### src/rtl/bp_fe_queue_buffer.sv
// Replayable FE queue buffer. Entries are issued through a speculative read
// pointer and stay resident until the BE commits them, so issue can be replayed.
module bp_fe_queue_buffer #(
  parameter int els_p   = 8,
  parameter int width_p = 128,
  localparam int ptr_width_lp = $clog2(els_p) + 1
) (
  input  logic                    clk_i,
  input  logic                    reset_i,
  input  logic [width_p-1:0]      fe_queue_i,
  input  logic                    fe_queue_v_i,
  output logic                    fe_queue_ready_and_o,
  output logic [width_p-1:0]      fe_queue_o,
  output logic                    fe_queue_v_o,
  input  logic                    fe_queue_yumi_i,
  input  logic                    deq_i,
  input  logic                    roll_i,
  input  logic                    clr_i,
  output logic [ptr_width_lp-1:0] count_o
);

  localparam logic [ptr_width_lp-1:0] els_lp = ptr_width_lp'(els_p);
  localparam logic [ptr_width_lp-1:0] one_lp = ptr_width_lp'(1);

  logic [width_p-1:0]      mem_q [els_p];
  logic [ptr_width_lp-1:0] wptr_q, rptr_q, cptr_q;
  logic [ptr_width_lp-1:0] wptr_d, rptr_d, cptr_d;
  logic [ptr_width_lp-1:0] occ;
  logic                    full, spec_empty, enq;

  // Wrap bit makes occ reach els_p when full instead of aliasing to zero.
  assign occ        = wptr_q - cptr_q;
  assign full       = (occ == els_lp);
  assign spec_empty = (rptr_q == wptr_q);
  assign enq        = fe_queue_v_i & ~full & ~clr_i;

  assign fe_queue_ready_and_o = ~full;
  assign fe_queue_v_o         = ~spec_empty;
  assign fe_queue_o           = mem_q[rptr_q[ptr_width_lp-2:0]];
  assign count_o              = occ;

  always_comb begin
    cptr_d = cptr_q + (deq_i ? one_lp : '0);
    rptr_d = rptr_q;
    wptr_d = wptr_q;
    if (clr_i) begin
      rptr_d = cptr_d;
      wptr_d = cptr_d;
    end else if (roll_i) begin
      rptr_d = cptr_d;
      wptr_d = wptr_q + (enq ? one_lp : '0);
    end else begin
      rptr_d = rptr_q + (fe_queue_yumi_i ? one_lp : '0);
      wptr_d = wptr_q + (enq ? one_lp : '0);
    end
  end

  always_ff @(posedge clk_i or posedge reset_i) begin
    if (reset_i) begin
      wptr_q <= '0;
      rptr_q <= '0;
      cptr_q <= '0;
    end else begin
      wptr_q <= wptr_d;
      rptr_q <= rptr_d;
      cptr_q <= cptr_d;
    end
  end

  // Storage is intentionally unreset; pointers alone define validity.
  always_ff @(posedge clk_i) begin
    if (enq) mem_q[wptr_q[ptr_width_lp-2:0]] <= fe_queue_i;
  end

`ifndef SYNTHESIS
  a_yumi_v: assert property (@(posedge clk_i) disable iff (reset_i)
    fe_queue_yumi_i |-> fe_queue_v_o);
  a_deq_issued: assert property (@(posedge clk_i) disable iff (reset_i)
    deq_i |-> (cptr_q != rptr_q));
  a_count_range: assert property (@(posedge clk_i) disable iff (reset_i)
    count_o <= els_lp);
`endif

endmodule

### config.mk
export PLATFORM = sky130hd
export DESIGN_NAME = bp_fe_queue_buffer
export DESIGN_NICKNAME = d
export VERILOG_FILES = /design/src/rtl/bp_fe_queue_buffer.sv
export SDC_FILE = /design/constraint.sdc
export NUM_CORES = 1
export LEC_CHECK = 0
export ABC_AREA = 1
export CORE_UTILIZATION = 50
export CTS_CLUSTER_SIZE = 12
export DETAILED_ROUTE_END_ITERATION = 7
export DONT_BUFFER_PORTS = 1
export GPL_ROUTABILITY_DRIVEN = 0
export SKIP_CTS_REPAIR_TIMING = 1
export SLEW_MARGIN = 20
export SYNTH_ARGS = -nofsm -noshare
export SYNTH_HDL_FRONTEND = slang
export SYNTH_SLANG_ARGS = --single-unit
### constraint.sdc
create_clock -name clk_i -period 19.78 [get_ports clk_i]
set_clock_uncertainty 0.1 [all_clocks]
set_input_delay 1.978 -clock clk_i [delete_from_list [all_inputs] [get_ports clk_i]]
set_output_delay 1.978 -clock clk_i [all_outputs]
set_load 0.05 [all_outputs]
==> results of run 1 <==
final timing paths:
kind                                     start                     end
max in group asynchronous              reset_i     rptr_q[2]$_DFF_PP0_
min reg2reg                cptr_q[2]$_DFF_PP0_     cptr_q[2]$_DFF_PP0_
min in group asynchronous              reset_i     cptr_q[0]$_DFF_PP0_
max reg2reg                wptr_q[0]$_DFF_PP0_  mem_q[4][66]$_DFFE_PP_
max                        rptr_q[0]$_DFF_PP0_          fe_queue_o[82]
min                        cptr_q[2]$_DFF_PP0_     cptr_q[2]$_DFF_PP0_
cell usage in the layout (no fill, tap or decap), types with 11 or more instances in the layout:
cell / netlist / layout
nor2_1: 525 / 517
clkinv_1: 0 / 23
buf_4: 24 / 19
o21ai_0: 516 / 516
o22ai_1: 256 / 256
clkbuf_1: 108 / 36
edfxtp_1: 1024 / 1024
nand2_1: 401 / 401
nand3_1: 14 / 14
inv_1: 18 / 16
clkinv_2: 0 / 11
clkbuf_16: 0 / 107
worst max-delay path, delay by kind of cell (launching register included):
family          cells  cell delay [ns]
simple gates        2             0.49
flops               1             1.02
compound gates      2             0.44
buf+inv             4             3.12
per-stage QoR:
step	instance area, um^2	hold WS, ns	cells	total power, mW
2_1_floorplan	40100	0.390	2995	5.01
3_3_place_gp	40800	0.445	3869	5.52
3_5_place_dp	40800	0.455	3869	5.56
4_1_cts	43900	0.469	4055	7.38
5_1_grt	44000	0.510	4057	7.68
6_report	44000	0.471	4057	7.32
cell families (layout without fill, tap and decap cells):
| kind of cell | Yosys count | in the layout | synth area share |
|---|---|---|---|
| adders and majority gates | 10 | 10 | 0.00331 |
| muxes | 2 | 2 | 0.000562 |
| AOI/OAI and AO/OA | 773 | 773 | 0.104 |
| DFF | 1036 | 1036 | 0.774 |
| and+or+nand+nor | 943 | 943 | 0.0889 |
| xor gates and xnor gates | 10 | 10 | 0.00218 |
| buffers and inverters | 221 | 233 | 0.0262 |
cell type report:
cell class	count	area [um^2]	area share
Timing Repair Buffer	28	329	0.00748
Multi-Input combinational cell	1738	8060	0.183
Clock inverter	43	324	0.00737
Clock buffer	143	2810	0.0639
Sequential cell	1036	31100	0.706
Inverter	19	93.8	0.00213
Tap cell	1050	1310	0.0299
sequential cells by signal (all words and copies together) (netlist names):
| name | count |
|---|---|
| cptr_q | 4 |
| rptr_q | 4 |
| mem_q | 1024 |
| wptr_q | 4 |
power breakdown:
| group | internal [mW] | total (mW) | leakage (nW) | switching, mW |
|---|---|---|---|---|
| Clock | 1.02 | 1.82 | 1.52 | 0.802 |
| Combinational | 0.503 | 2.78 | 3.48 | 2.28 |
| Sequential | 2.62 | 2.72 | 9.39 | 0.0997 |
| Total | 4.14 | 7.32 | 14.4 | 3.18 |
per-layer routing:
layer	vias to the layer above	GRT usage
li1	10800	-
met1	11900	0.295
met2	685	0.394
met3	139	0.0590
met4	0	0.0626
met5	-	0
==> impl_results.md, run 1 <==
* Status: complete, no violations
* Register area share after synthesis at 0.774
* Final wirelength at 94300 um
* Router iterations before antenna repair at 5
* Hold Crit Class: reg -> reg
* Die Ht at 285 um
* Reg clk slew, reported paths at 0.06 ns
* Post-Syn Nets at 3140
* Initial antenna violation count at 0
* Critical Path Slowest Stage Cell: dfrtp_4
* FP Rows at 103
* Synth top area share at 0.767
* Count of final hold-check violations at 0
* TritonCTS clock tree: built
* Met3 routed WL at 7210 um
* Worst path required time at 17.70 ns
* Prevailing post-synth register cell: edfxtp_1
* Setup Crit Path Kind: reg -> out
* Endpoints failing setup at 0
* Ant. Diodes at 0
* Peak supply drop at 99.5 uV
* Starting Density at 0.507
* Final core occ at 0.556
* Number of DRC markers in iteration 0 at 1728
* Fin crit share at 0.406
* Fill cells at 6321
* Syn_area_per_cell at 13.4 um^2
* CTS buffer count at 106
* CTS root buffer: clkbuf_16
* DRC Markers at 0
* Max Transition Viols Final at 0
* Total gr overflow at 0
* Hold depth at 1
* CP Cell Sequence: buf_4, buf_4, buf_4, buf_4, o21ai_0, o22ai_1, nand2_1, nand2_1
* Actual slew at the worst max-slew pin at 1.11 ns
* R2R Setup Slk at 14.17 ns
* Most frequent cells after synthesis: edfxtp_1, nor2_1, o21ai_0, nand2_1, o22ai_1
* Largest net degree at the start of global routing at 275
* Synth cell types at 25
* Vias at 23600
* Yosys reg bits at 1036
* Area leader, netlist: edfxtp_1
* MaxCap Viol Count at 0
* Fin crit period at 8.03 ns
* Die Wd at 285 um
* Synthesis warning total at 0
* Fraction of layout cells with a size suffix above 1 at 0.0572
* Max Used Layer: met4
* Cells after Synth at 2995
* Total negative slack at 0 ns
* Met2 wire len at 46900 um
* Worst Path Max Fanout at 94
* Critical Path Most Common Cell: buf_4
* RSZ-0062 raised after global routing: no
* DP Wirelength at 43900 um
* CTS sink count at 1036
* Tot GR Track Use at 0.232
* Max Clk Rate at 125 MHz
* Mapped cell area at 40100 um^2
* PD cells at 166 nW/um^2
* Slowest stage delay, CP at 1.02 ns
* Most frequent cell after synthesis: edfxtp_1
* EDFF count, synth at 1024
* WP data arrival at 5.95 ns
* Die area at 81300 um^2
* Skew-Pair Late Insertion Delay at 0.66 ns
* Final WS setup at 11.75 ns
* Avg WL per Cell at 23.2 um
* Area contributors post-synth: edfxtp_1, o21ai_0, nor2_1
* Cell count of the worst reg-to-reg path at 12
* Layout Area Growth over Synthesis at 9.71%
* I/O Buffers at 0
* Vias in the first global route at 23500
* Leak at 14.4 nW
* H-tree depth at 3
* Place WS at 12.50 ns
* Core Region at 79100 um^2
* Max clock buf depth at 3
* DR vias/cell at 5.81
* Top-level I/O count at 269
* FFs w/ async S/R, synth at 0.0116
* Startpoint types: flop
* M1 wire length at 38200 um
* ANT nets after route at 0
* Relative slew slack at 0.258
* CP endpoint kind: output pin
* Global-route wire length before repair at 144000 um
* Final #Nets at 3074
Note: power is estimated with default switching activity, not from simulation.
==> inputs of run 2 (changes only) <==
==> constraint.sdc (replaced) <==
create_clock -name clk_i -period 7.4 [get_ports clk_i]
set_clock_uncertainty 0.1 [all_clocks]
set_input_delay 0.74 -clock clk_i [delete_from_list [all_inputs] [get_ports clk_i]]
set_output_delay 0.74 -clock clk_i [all_outputs]
set_load 0.05 [all_outputs]
==> run 2 against run 1 <==
  * Setup slack got worse by 9.5 ns
  * Via count increased by 0.23%
  * Non-clock buffer count increased by 9
  * First-iteration DRC count decreased by 1.5%
  * Routed wire length decreased by 1.3%
  * Global-route usage decreased by 0.59 points
  * Die area unchanged
  * Clock-buffer cell count decreased by 15
  * Sequential power increased to 2.7 times the previous value
  * Power increased to 2.6 times the previous value
  * Worst hold slack got worse by 0.40 ns
  * Critical path depth decreased by 2
==> impl_results.md, run 2 (synthesis results as in run 1) <==
* Slowest stage delay, CP at 0.94 ns (-0.08 ns)
* CP Cell Sequence: buf_6, buf_4, o21ai_0, o22ai_1, nand2_1, nand2_1
* Core Region at 79100 um^2 (unchanged)
* Reg clk slew, reported paths at 0.06 ns (about the same)
* Avg WL per Cell at 23.0 um (-1.2%)
* Relative slew slack at 0.292 (+0.0335)
* Critical Path Slowest Stage Cell: dfrtp_4
* CTS buffer count at 105 (-0.94%)
* MaxCap Viol Count at 0 (unchanged)
* Hold Crit Class: in -> reg
* Worst path required time at 6.56 ns (-11.14 ns)
* Starting Density at 0.507 (unchanged)
* WP data arrival at 4.28 ns (-1.67 ns)
* Final wirelength at 93100 um (-1.3%)
* DRC Markers at 0 (unchanged)
* Total gr overflow at 0 (unchanged)
* Fin crit period at 5.12 ns
* Pwr Total at 19.3 mW (+160%)
* Vias in the first global route at 23600 (+0.31%)
* Most frequent cells in the layout: edfxtp_1, nor2_1, o21ai_0, nand2_1, o22ai_1
* DR vias/cell at 5.83 (+0.33%)
* Fraction of layout cells with a size suffix above 1 at 0.0576 (+0.000409)
* Count of final hold-check violations at 0 (unchanged)
* Reg2reg end: mem_q[7][86]$_DFFE_PP_
* Top-level I/O count at 269 (unchanged)
* FP Rows at 103 (unchanged)
* Die Ht at 285 um (unchanged)
* Setup Crit Path Kind: reg -> out
* Initial antenna violation count at 0 (unchanged)
* Max Transition Viols Final at 0 (unchanged)
* RSZ-0062 raised after global routing: no
* Die area at 81300 um^2 (unchanged)
* Largest register FFs at 1024 (unchanged)
* Status: complete, no violations
* Min-delay src: fe_queue_i[112]
* Fin crit share at 0.691
* Place WS at 2.33 ns (-10.17 ns)
* Actual slew at the worst max-slew pin at 1.06 ns (-0.0503 ns)
* Layout Area Growth over Synthesis at 9.48%
* Final WS setup at 2.28 ns (-9.47 ns)
* Cell count of the worst reg-to-reg path at 12 (unchanged)
* TritonCTS clock tree: built
* Largest net degree at the start of global routing at 241 (-12%)
* Skew-Pair Late Insertion Delay at 0.66 ns (about the same)
* Top delay family on crit path: buffers and inverters
* Peak supply drop at 391 uV (+290%)
* Worst Path Max Fanout at 108 (+15%)
* Fill cells at 6301 (-0.32%)
* Final #Nets at 3082 (+0.26%)
* CP endpoint kind: output pin
* CP bufs+invs at 2 (-2)
* Router iterations before antenna repair at 5 (unchanged)
* Max clock buf depth at 3 (unchanged)
* Vias at 23600 (+0.23%)
* Leak at 14.4 nW (-0.18%)
* H-tree depth at 3 (unchanged)
* Die Wd at 285 um (unchanged)
* R2R Setup Slk at 2.32 ns (-11.85 ns)
* Hold depth at 0 (-1)
* Global-route wire length before repair at 140000 um (-2.4%)
* Tot GR Track Use at 0.226 (-0.00595)
* DP Wirelength at 46300 um (+5.6%)
* Max Clk Rate at 195 MHz
* Hold slack at 0.0705 ns (-0.401 ns)
* Critical Path Most Common Cell: nand2_1
* CTS sink count at 1036 (unchanged)
* WHS Endpoint: mem_q[2][112]$_DFFE_PP_
* Ant. Diodes at 0 (unchanged)
* Endpoints failing setup at 0 (unchanged)
* Number of DRC markers in iteration 0 at 1702 (-1.5%)
* CP startpoint: rptr_q[0]$_DFF_PP0_
* CTS root buffer: clkbuf_16
* Startpoint types: flop
* I/O Buffers at 0 (unchanged)
* Most common cell after layout, fill and taps aside: edfxtp_1
* Reg-to-Reg Start: wptr_q[0]$_DFF_PP0_
* PD cells at 441 nW/um^2 (+160%)
* ANT nets after route at 0 (unchanged)
[run 2: changes by cell type in the layout (fill, tap and decap cells not counted), sizes merged, moves of 2 or more]
cell	before	now
clkbuf	143	128
bufinv	2	0
clkinv	36	42
buf	28	36
[run 2: routing by layer]
layer / vias up / wire length (um) / global-route usage
met1: 11900 / 37100 / 0.277
met2: 707 / 46800 / 0.390
met4: 0 / 2730 / 0.0783
li1: 10900 / - / -
met5: - / 0 / 0
met3: 159 / 6470 / 0.0537
[run 2: worst max path at each step]
stage / depth (start not counted) / slack [ns] / end
floorplan: 11 / -1.40 / mem_q[0][0]$_DFFE_PP_
global placement: 12 / 2.31 / mem_q[7][85]$_DFFE_PP_
detailed placement: 12 / 2.33 / mem_q[7][85]$_DFFE_PP_
CTS: 6 / 1.98 / fe_queue_o[85]
global route: 6 / 1.99 / fe_queue_o[81]
finish: 6 / 2.28 / fe_queue_o[85]
[run 2: power breakdown]
part / internal (mW) / switching [mW]
combinational: 1.35 / 6.07
clock: 2.58 / 2.09
sequential: 7.00 / 0.267
total: 10.9 / 8.42
[run 2: through the flow]
stage | TNS, ns | utilization | cell area, um^2 | instances
2_1_floorplan | -1436.74 | - | 40100 | 2995
3_3_place_gp | 0 | 0.517 | 40900 | 3879
3_5_place_dp | 0 | 0.517 | 40900 | 3879
4_1_cts | 0 | 0.555 | 43900 | 4052
5_1_grt | 0 | 0.555 | 43900 | 4053
6_report | 0 | 0.555 | 43900 | 4053
[run 2: worst reg2reg max path, delay by kind of cell (launching register included)]
family | cells | cell delay, ns
simple gates | 6 | 2.89
fa+ha+maj | 2 | 0.54
buf+inv | 4 | 0.75
flops | 1 | 0.45
[run 2: layout make-up]
cell class,count,area (um^2),share of cell area
Sequential cell,1036,31100,0.708
Multi-Input combinational cell,1738,8060,0.184
Clock buffer,128,2710,0.0618
Tap cell,1050,1310,0.0299
Timing Repair Buffer,37,409,0.00932
Clock inverter,45,250,0.00570
Inverter,19,93.8,0.00214
==> inputs of run 3 (changes only) <==
==> constraint.sdc (replaced) <==
create_clock -name clk_i -period 5.1 [get_ports clk_i]
set_clock_uncertainty 0.1 [all_clocks]
set_input_delay 0.51 -clock clk_i [delete_from_list [all_inputs] [get_ports clk_i]]
set_output_delay 0.51 -clock clk_i [all_outputs]
set_load 0.05 [all_outputs]
==> run 3 against run 2 <==
  * Power is 47% higher
  * Routed wire length about the same
  * Via count rose by 1.8%
  * Sequential cell count did not move
  * Cell count increased by 3.4%
  * Register-to-register slack got worse by 1.2 ns
  * Setup slack worse by 1.4 ns
  * Worst hold slack improved by 0.11 ns
  * Sequential share of layout area decreased by 2.5 points
  * Utilization is 2.0 points higher
  * Clock power grew 49%
  * Critical path type unchanged
  * Highest routed layer is now met5
==> impl_results.md, run 3 (synthesis results as in run 1) <==
* Final Cell Area at 45500 um^2 (+3.6%)
* Final wirelength at 93100 um (about the same)
* Vias at 24100 (+1.8%)
* Total negative slack at 0 ns (unchanged)
* DRC Markers at 0 (unchanged)
* TritonCTS clock tree: built
* Avg WL per Cell at 22.2 um (-3.3%)
* Max Clk Rate at 238 MHz
* DR vias/cell at 5.74 (-1.6%)
* Met2 wire len at 47000 um (+0.55%)
* PD cells at 626 nW/um^2 (+42%)
* Fraction of layout cells with a size suffix above 1 at 0.0577 (+0.000126)
* I/O Buffers at 0 (unchanged)
* Critical Path Slowest Stage Cell: dfrtp_4
* Skew-Pair Late Insertion Delay at 0.65 ns (about the same)
* WP data arrival at 3.59 ns (-0.69 ns)
* Leak at 15.0 nW (+4.5%)
* Startpoint types: flop
* CTS buffer count at 106 (+0.95%)
* Endpoints failing setup at 0 (unchanged)
* ANT nets after route at 0 (unchanged)
* Die Ht at 285 um (unchanged)
* DP Wirelength at 46200 um (-0.33%)
* Core Region at 79100 um^2 (unchanged)
* Layout Area Growth over Synthesis at 13.4%
* Total gr overflow at 0 (unchanged)
* M1 wire length at 37600 um (+1.4%)
* Count of final hold-check violations at 0 (unchanged)
* Placed cell area at 41100 um^2 (+0.37%)
* RSZ-0062 raised after global routing: no
* Relative slew slack at 0.346 (+0.0537)
* Tot GR Track Use at 0.226 (about the same)
* Number of DRC markers in iteration 0 at 1957 (+15%)
* Met3 routed WL at 6010 um (-7.1%)
* Starting Density at 0.507 (unchanged)
* Setup Crit Path Kind: reg -> out
* Hold slack at 0.176 ns (+0.106 ns)
* Initial antenna violation count at 8 (+8)
* Router iterations before antenna repair at 5 (unchanged)
* Fin crit share at 0.823
* Vias in the first global route at 23700 (+0.55%)
* FP Rows at 103 (unchanged)
* Actual slew at the worst max-slew pin at 0.982 ns (-0.0805 ns)
* CP endpoint kind: output pin
* Global-route wire length before repair at 141000 um (+0.27%)
* Die Wd at 285 um (unchanged)
* Status: complete, no violations
* Top-level I/O count at 269 (unchanged)
* Hold Crit Class: in -> reg
* Worst path required time at 4.49 ns (-2.07 ns)
* Most common cell after layout, fill and taps aside: edfxtp_1
* Max clock buf depth at 3 (unchanged)
* CP Cell Sequence: inv_16, buf_12, o21ai_0, o22ai_1, nand2_1, nand2_1
* Worst Path Max Fanout at 240 (+120%)
* Largest net degree at the start of global routing at 241 (unchanged)
* Most frequent cells in the layout: edfxtp_1, nor2_1, o21ai_0, nand2_1, o22ai_1
* Critical Path Most Common Cell: nand2_1
* CTS root buffer: clkbuf_16
* Max Used Layer: met5
* Fin crit period at 4.20 ns
* H-tree depth at 3 (unchanged)
* Max Transition Viols Final at 0 (unchanged)
* Pwr Total at 28.5 mW (+47%)
* Peak supply drop at 440 uV (+13%)
* Die area at 81300 um^2 (unchanged)
* Final #Nets at 3210 (+4.2%)
* Reg clk slew, reported paths at 0.06 ns (about the same)
* MaxCap Viol Count at 0 (unchanged)
* CTS sink count at 1036 (unchanged)
* Slowest stage delay, CP at 0.76 ns (-0.18 ns)
* Largest register FFs at 1024 (unchanged)
run 3: cell count changes in the layout (fill, tap and decap cells not counted), sizes merged:
cell         delta
clkinv          -7
bufinv          +2
clkbuf         +11
diode           +5
dlygate4sd3   +132
buf             -5
inv             -1
run 3: through the flow:
step	instances	utilization	setup WS, ns
6_report	4190	0.575	0.904
5_1_grt	4189	0.575	0.687
4_1_cts	4052	0.558	0.903
3_5_place_dp	3874	0.519	1.16
3_3_place_gp	3874	0.519	1.13
2_1_floorplan	2995	-	0.219
run 3: power by group:
| group | switching [mW] | leakage [nW] | internal [mW] | total (mW) |
|---|---|---|---|---|
| logic | 8.87 | 4.11 | 2.09 | 11.0 |
| clock network | 2.98 | 1.51 | 3.97 | 6.95 |
| registers | 0.429 | 9.39 | 10.1 | 10.6 |
| total | 12.3 | 15.0 | 16.2 | 28.5 |
run 3: worst paths after layout:
kind / from / end / slack (ns) / cells after the start
worst max-delay path: rptr_q[0]$_DFF_PP0_ / fe_queue_o[56] / 0.90 / 6
worst min-delay path: fe_queue_yumi_i / rptr_q[1]$_DFF_PP0_ / 0.18 / 4
worst max register to register: wptr_q[0]$_DFF_PP0_ / mem_q[3][51]$_DFFE_PP_ / 1.14 / 10
worst min register to register: cptr_q[2]$_DFF_PP0_ / cptr_q[2]$_DFF_PP0_ / 0.46 / 1
max in group asynchronous: reset_i / rptr_q[1]$_DFF_PP0_ / 4.29 / 2
min in group asynchronous: reset_i / cptr_q[1]$_DFF_PP0_ / 0.22 / 2
run 3: critical path, delay by kind of cell, from the launching register on:
family	cells	cell delay [ns]
AOI/OAI and AO/OA	2	0.29
buffers and inverters	2	0.96
DFF	1	0.76
and+or+nand+nor	2	0.54
run 3: cell type report:
class,count,area (um^2)
clock buffer,139,2840
tap,1050,1310
clock inverter,39,234
antenna,5,12.5
inverter,19,97.6
fill,6219,33600
multi-input combinational,1738,8070
timing repair buffer,164,1860
sequential,1036,31100
run 3: metal layers:
metal	track usage	up-vias
met5	0	-
met4	0.0690	6
met3	0.0603	160
met2	0.391	715
met1	0.276	12100
li1	-	11100
